## config.mk

```make
export PLATFORM = sky130hd
export DESIGN_NAME = board_display_scanner
export DESIGN_NICKNAME = d
export VERILOG_FILES = /design/src/rtl/board_display_scanner.sv
export SDC_FILE = /design/constraint.sdc
export NUM_CORES = 1
export LEC_CHECK = 0
export BUFFER_PORTS_ARGS = -buffer_cell sky130_fd_sc_hd__buf_2
export CAP_MARGIN = 10
export CORE_MARGIN = 5
export CORE_UTILIZATION = 50
export CTS_BUF_LIST = sky130_fd_sc_hd__clkbuf_8
export CTS_CLUSTER_SIZE = 8
export DETAILED_ROUTE_END_ITERATION = 6
export HOLD_SLACK_MARGIN = 0.12
export PLACE_DENSITY = 0.81
export REMOVE_ABC_BUFFERS = 1
export SLEW_MARGIN = 20
export SYNTH_ARGS = -nofsm -noshare
export SYNTH_HDL_FRONTEND = slang
export SYNTH_SLANG_ARGS = --single-unit
```

## constraint.sdc

```tcl
create_clock -name clk -period 3.09 [get_ports clk]
set_input_delay 0.927 -clock clk [delete_from_list [all_inputs] [get_ports clk]]
set_output_delay 0.927 -clock clk [all_outputs]
set_load 0.005 [all_outputs]
```

## src/rtl/board_display_scanner.sv

```systemverilog
// board_display_scanner
//   Reads the connect-four board one row at a time and refreshes a row-multiplexed 8x8 bicolour
//   LED matrix through a 74HC595-style shift-register chain. Each row is handled in four steps:
//   fetch 8 cells, shift 16 bits, pulse the latch, then hold the row lit. While the row is being
//   fetched and shifted, row_sel is 0, so the matrix does not ghost. A blinking cursor in the
//   current player's colour is overlaid on the top row, and the whole board blinks after a win.
//
// Ports
//   clk, rst_n           clock, asynchronous active-low reset
//   top_data_out         board cell data (00 empty, 01 P1, 10 P2), valid 1 clk after address
//   port_current_col     cursor column
//   port_current_player  player to move (01/10)
//   winner               00 none, else the winning player
//   top_row_read         board read row address (0 = bottom)
//   top_col_read         board read column address
//   sr_clk, sr_data      shift clock / serial data (MSB first, sampled on sr_clk rising)
//   sr_latch             one-clk storage latch pulse
//   row_sel              one-hot row enable, active high
module board_display_scanner #(
    parameter int unsigned CLK_DIV     = 1,
    parameter int unsigned HOLD_CYCLES = 256,
    parameter int unsigned BLINK_BIT   = 4
) (
    input  logic       clk,
    input  logic       rst_n,
    input  logic [1:0] top_data_out,
    input  logic [2:0] port_current_col,
    input  logic [1:0] port_current_player,
    input  logic [1:0] winner,
    output logic [2:0] top_row_read,
    output logic [2:0] top_col_read,
    output logic       sr_clk,
    output logic       sr_data,
    output logic       sr_latch,
    output logic [7:0] row_sel
);

    localparam int unsigned HoldW = (HOLD_CYCLES > 1) ? $clog2(HOLD_CYCLES) : 1;

    typedef enum logic [1:0] {StFetch, StShift, StLatch, StHold} state_e;

    state_e           state_q, state_d;
    logic [3:0]       fetch_cnt_q, fetch_cnt_d;   // 0..8 within FETCH
    logic [2:0]       row_q, row_d;
    logic [2:0]       col_q, col_d;
    logic [15:0]      line_q, line_d;
    logic [3:0]       bit_q, bit_d;               // bit index, 0 = line[15]
    logic             phase_q, phase_d;           // 0 = sr_clk low half, 1 = high half
    logic [3:0]       div_q, div_d;
    logic [HoldW-1:0] hold_q, hold_d;
    logic [7:0]       frame_q, frame_d;

    // Cell capture and overlay
    logic [2:0]  cap_col;
    logic [15:0] line_cap;
    logic [15:0] line_ovl;
    logic        blink;
    logic [3:0]  cur_idx;

    always_comb begin
        // Data for address col arrives one clk later, so cycle k captures column k-1.
        cap_col  = 3'(fetch_cnt_q - 4'd1);
        line_cap = line_q;
        line_cap[{cap_col, 1'b0}] = (top_data_out == 2'b01);
        line_cap[{cap_col, 1'b1}] = (top_data_out == 2'b10);

        blink   = frame_q[BLINK_BIT];
        cur_idx = {port_current_col, (port_current_player == 2'b10)};

        line_ovl = line_cap;
        if ((winner != 2'b00) && !blink) begin
            line_ovl = '0;
        end else if ((row_q == 3'd7) && (winner == 2'b00) && blink &&
                     !line_cap[{port_current_col, 1'b0}] &&
                     !line_cap[{port_current_col, 1'b1}]) begin
            line_ovl[cur_idx] = 1'b1;
        end
    end

    // Next-state logic
    always_comb begin
        state_d     = state_q;
        fetch_cnt_d = fetch_cnt_q;
        row_d       = row_q;
        col_d       = col_q;
        line_d      = line_q;
        bit_d       = bit_q;
        phase_d     = phase_q;
        div_d       = div_q;
        hold_d      = hold_q;
        frame_d     = frame_q;

        unique case (state_q)
            StFetch: begin
                if (fetch_cnt_q != 4'd0) begin
                    line_d = line_cap;
                end
                if (fetch_cnt_q == 4'd8) begin
                    line_d      = line_ovl;
                    fetch_cnt_d = 4'd0;
                    bit_d       = 4'd0;
                    phase_d     = 1'b0;
                    div_d       = 4'd0;
                    state_d     = StShift;
                end else begin
                    fetch_cnt_d = fetch_cnt_q + 4'd1;
                    // Column address stops at 7; it holds there for the final capture clk.
                    if (fetch_cnt_q < 4'd7) begin
                        col_d = col_q + 3'd1;
                    end
                end
            end
            StShift: begin
                if (div_q == 4'(CLK_DIV - 1)) begin
                    div_d = 4'd0;
                    if (!phase_q) begin
                        phase_d = 1'b1;
                    end else begin
                        phase_d = 1'b0;
                        if (bit_q == 4'd15) begin
                            state_d = StLatch;
                        end else begin
                            bit_d = bit_q + 4'd1;
                        end
                    end
                end else begin
                    div_d = div_q + 4'd1;
                end
            end
            StLatch: begin
                hold_d  = '0;
                state_d = StHold;
            end
            StHold: begin
                if (hold_q == HoldW'(HOLD_CYCLES - 1)) begin
                    state_d = StFetch;
                    row_d   = row_q + 3'd1;
                    col_d   = 3'd0;
                    if (row_q == 3'd7) begin
                        frame_d = frame_q + 8'd1;
                    end
                end else begin
                    hold_d = hold_q + HoldW'(1);
                end
            end
        endcase
    end

    always_ff @(posedge clk or negedge rst_n) begin
        if (!rst_n) begin
            state_q     <= StFetch;
            fetch_cnt_q <= 4'd0;
            row_q       <= 3'd0;
            col_q       <= 3'd0;
            line_q      <= 16'd0;
            bit_q       <= 4'd0;
            phase_q     <= 1'b0;
            div_q       <= 4'd0;
            hold_q      <= '0;
            frame_q     <= 8'd0;
        end else begin
            state_q     <= state_d;
            fetch_cnt_q <= fetch_cnt_d;
            row_q       <= row_d;
            col_q       <= col_d;
            line_q      <= line_d;
            bit_q       <= bit_d;
            phase_q     <= phase_d;
            div_q       <= div_d;
            hold_q      <= hold_d;
            frame_q     <= frame_d;
        end
    end

    // Outputs are decoded from state only. An async reset therefore drops them at once.
    always_comb begin
        top_row_read = row_q;
        top_col_read = col_q;
        sr_clk       = (state_q == StShift) && phase_q;
        sr_data      = (state_q == StShift) ? line_q[~bit_q] : 1'b0;
        sr_latch     = (state_q == StLatch);
        row_sel      = (state_q == StHold) ? (8'd1 << row_q) : 8'd0;
    end

endmodule

```

== Word-level counts from Yosys, hierarchy flattened ==
Index checks and enable logic that the tools add are counted.
Word-level totals
  bits in registers: 53
  bits in latches: 0
  bits in writable memories: 0
  memory bits (read-only): 0
  output and inout port bits: 17
  memories: 0
Operators by class
  add/sub/neg operators: 8
  $mul: 0
  div/mod/pow operators: 0
  order comparisons: 10
  eq/ne operators: 19
  shift-type cells: 1
  muxes and demuxes: 44
  bitwise logic cells: 2
  reduce and logical (&&, ||, !) cells: 30
Operators with widths (count)
  $mux 16: 4
  $bwmux 16: 2
  $lt 4x5->1 const B: 6
  $mux 4: 6
  $ne 2x2->1 const B: 9
  $add 8x1->8 const B: 2
  $mux 8: 2
  $or 16x16->16: 1
  $pmux 4 s2: 2
  $pmux 8 s2: 1
  $add 4x1->4 const B: 3
  $ge 4x1->1 const B: 3
  $mux 1: 10
  $mux 2: 5
  $reduce_and 5->1: 2
  $reduce_bool 2->1: 5
  $logic_and 1x1->1: 9
  $mux 3: 3
  $eq 2x2->1 const B: 4
  $eq 4x4->1 const B: 2
  $eq 8x8->1 const B: 1
  $pmux 2 s4: 1
  $reduce_and 2->1: 4
  $shl 1x3->8 const A: 1
  other kinds (18): 26

== Depth between registers and ports, before layout ==
  depth in word-level cells: 15
  depth in mapped cells: 9

== Worst setup path after synthesis ==
Ideal clock, no wire load.
  path type: reg2out
  start point: reg bit_q[1]
  end point: out sr_data
  data arrival time: 1.760 ns
  slack: 0.403 ns
  stages on the path, launching flop included: 5
  cells stage by stage: dfrtp_1 clkbuf_1 mux4_2 mux4_2 and2_1
On the way
  word-level cells in the longest chain between the ends: 4
Ends and longest elaborated chain
  from (decl): line 47  | logic [3:0] bit_q, bit_d;
  from (signal assigned): line 167  | bit_q <= bit_d;
  $not 4->4: line 180  | sr_data = (state_q == StShift) ? line_q[~bit_q] : 1'b0;
  $bmux 1 s4: line 180
  $mux 1 (not written as such): line 180
  $mux 1: line 180
  to (decl): line 33  | output logic sr_data,
No other way between the ends. The select of a mux whose other input is x is not followed.

== Final worst setup path ==
Same ends and word-level chain as after synthesis.

==> metrics.cfg <==
[run_status]
status = completed

[sta]
max_freq_ghz = 0.339
min_period_over_period_pct = 95.3
timing.slew.headroom_pct = 47.3
finalHoldViolations = 0
finalSetupTns_ns = 0
layout_min_cycle_time_ns = 2.95
fin_skew_ns = 0.00571
worstMarginPinSlew_ns = 0.783
rsz0062_at_grt = no
setup_viol = 0
final_max_slew_viol_count = 0
layout_setup_ws_ns = 0.144

[grt]
antenna_found_initial = 0
grt_first_pass_wirelength_mm = 11.9
track_usage_pct = 17.6
overflow = 0
grt_max_degree = 21
grt_pass1_vias = 2567

[detailed_routing]
drc_errors = 0
drt-pass1-iter-count = 5
wl_mm = 7.15
drtAntennaViolNets = 0
wire_per_inst_um = 15.7
initialDrtViolationCount = 240
vias = 2707
detail_route.vias_per_cell = 5.95

[logic_synthesis]
synth_edf_count = 0
yosysTopAreaCell = dfrtp_1
netlist_instances = 344
yosysSeqAreaShare_pct = 39.2
yosysTopAreaCellShare_pct = 39.2
ys_warn_count = 0
ys.flop_type = dfrtp_1
synthTopCellsByArea = dfrtp_1 (39%), ha_1 (7.8%), o21ai_0 (7.2%)
syn_area_per_cell_sq_um = 9.28
synth-seq-cells = 50
ys_types = 45
synth_area_sq_mm = 0.00319
async_flop_share_pct = 100

[worst_setup_path]
crit_arrival_ns = 2.02
worstSetupEndpointType = primary output
cp-start-kind = flip-flop
cp_max_fo = 7
critical_path_required_ns = 2.16
crit_type = flip-flop to primary output
rrSetupSlack_ns = 0.43

[floorplanning]
num_rows = 29
start_util_pct = 50.8
io_pins = 28
die-area_sq_mm = 0.00808
coreArea_sq_mm = 0.00628
die_x_um = 89.9
fp.dieH_um = 89.9

[clocking]
path_clk_slew_ns = 0.09
cts_max_path_buffers = 2
root_buffer = clkbuf_8
cts.sinks = 50
numCtsBuffers = 5
clk_latency_ns = 0.31
cts_hold_buf = 0
cts_tree = yes
cts_max_level = 2

[place]
hpwl_mm = 5.44
io_buffers = 27
gp_congestion = 0.922
place_worst_setup_slack_ns = 0.358

[pwr]
ir_drop_mv = 0.233
power_density_mw_per_mm2 = 318
leakage_nw = 1.61
power_mw = 1.13

[final_layout]
drive_gt1_share_pct = 16.1
areaGrowthSynthToFinish_pct = 10.7
n_antenna_cell = 0
nets = 408
final_util_pct = 56.3

[flow_run]
maxCapViolations = 0

[worst_hold_path]
hp-class = flip-flop to flip-flop

cells in the mapped netlist (8+ instances only):
| cell | instances |
|---|---|
| a22oi_1 | 17 |
| dfrtp_1 | 50 |
| ha_1 | 20 |
| inv_1 | 17 |
| nand2_1 | 32 |
| nand3_1 | 12 |
| nand4_1 | 11 |
| nor2_1 | 31 |
| nor2b_1 | 9 |
| o21ai_0 | 46 |
| xnor2_1 | 8 |
cell families after synthesis:
group,after synthesis,synth area share (%)
AOI/OAI and AO/OA,90,17.8
DFF,50,39.2
xor gates and xnor gates,12,3.53
muxes,19,8.31
buffers and inverters,25,3.06
adders and majority gates,20,7.84
and+or+nand+nor,128,20.3
report_power, final:
part | internal [mW] | total (mW) | switching [mW]
Combinational | 0.0258 | 0.0676 | 0.0418
Sequential | 0.659 | 0.665 | 0.00581
Clock | 0.178 | 0.393 | 0.215
cells in the final DEF, fill, tap and decap left out, drive strengths merged, types with 7 or more instances in the layout:
cell type,instances
nand2b,7
nand4,11
xnor2,8
a22oi,17
o31ai,7
nor2b,9
nand3,12
mux2i,7
nand2,32
ha,20
nor3,9
nor2,32
inv,18
mux2,7
o21ai,46
buf,34
dfrtp,50
timing repair:
| action | CTS | global route |
|---|---|---|
| endpoints found under the hold margin | 0 | 0 |
| gates resized for setup | 0 | 1 |
| setup buffers | 0 | 0 |
| endpoints found under the setup margin | 0 | 1 |
critical path, cell delays in order (launching register included):
cell and delay, ns:
dfrtp_2 0.46, mux4_2 0.52, mux4_2 0.45, and2_1 0.16
buf_2 0.12
area by class of cell:
cell class / count / area, sq um
Fill cell: 553 / 2740
Multi-Input combinational cell: 269 / 1840
Sequential cell: 50 / 1250
Timing Repair Buffer: 34 / 188
Tap cell: 77 / 96.3
Clock buffer: 6 / 82.6
Inverter: 17 / 63.8
Clock inverter: 2 / 8.76
per-layer routing:
metal	wire length (um)	global-route usage, %	vias to the layer above
li1	-	-	1313
met1	3190	23.9	1286
met2	3460	28.7	91
met3	347	3.26	17
met4	148	5.58	0
met5	0	0	-
stage by stage:
step | area [sq um] | cells | hold slack, ns
final | 3530 | 455 | 0.491
after global routing | 3530 | 455 | 0.522
after CTS | 3530 | 455 | 0.497
after detailed placement | 3440 | 447 | 0.478
after global placement | 3440 | 447 | 0.464
after floorplan | 3160 | 336 | 0.446
registers in the layout, indices dropped and copies added (netlist names):
signal and count:
state_q 2, top_row_read 3, line_q 16, div_q 4
top_col_read 3, bit_q 4, frame_q 5, phase_q 1
hold_q 8, fetch_cnt_q 4
worst paths after layout:
path / start / end / cells past startpoint
setup / recovery: bit_q[1]$_DFFE_PN0P_ / sr_data / 4
hold / removal: top_col_read[2]$_DFFE_PN0P_ / top_col_read[2]$_DFFE_PN0P_ / 1
setup reg to reg: fetch_cnt_q[0]$_DFFE_PN0N_ / line_q[4]$_DFFE_PN0P_ / 8
hold reg to reg: top_col_read[2]$_DFFE_PN0P_ / top_col_read[2]$_DFFE_PN0P_ / 1
max in group asynchronous: rst_n / bit_q[1]$_DFFE_PN0P_ / 2
min in group asynchronous: rst_n / top_row_read[0]$_DFFE_PN0P_ / 1
Power figures use the tool's default switching activity.
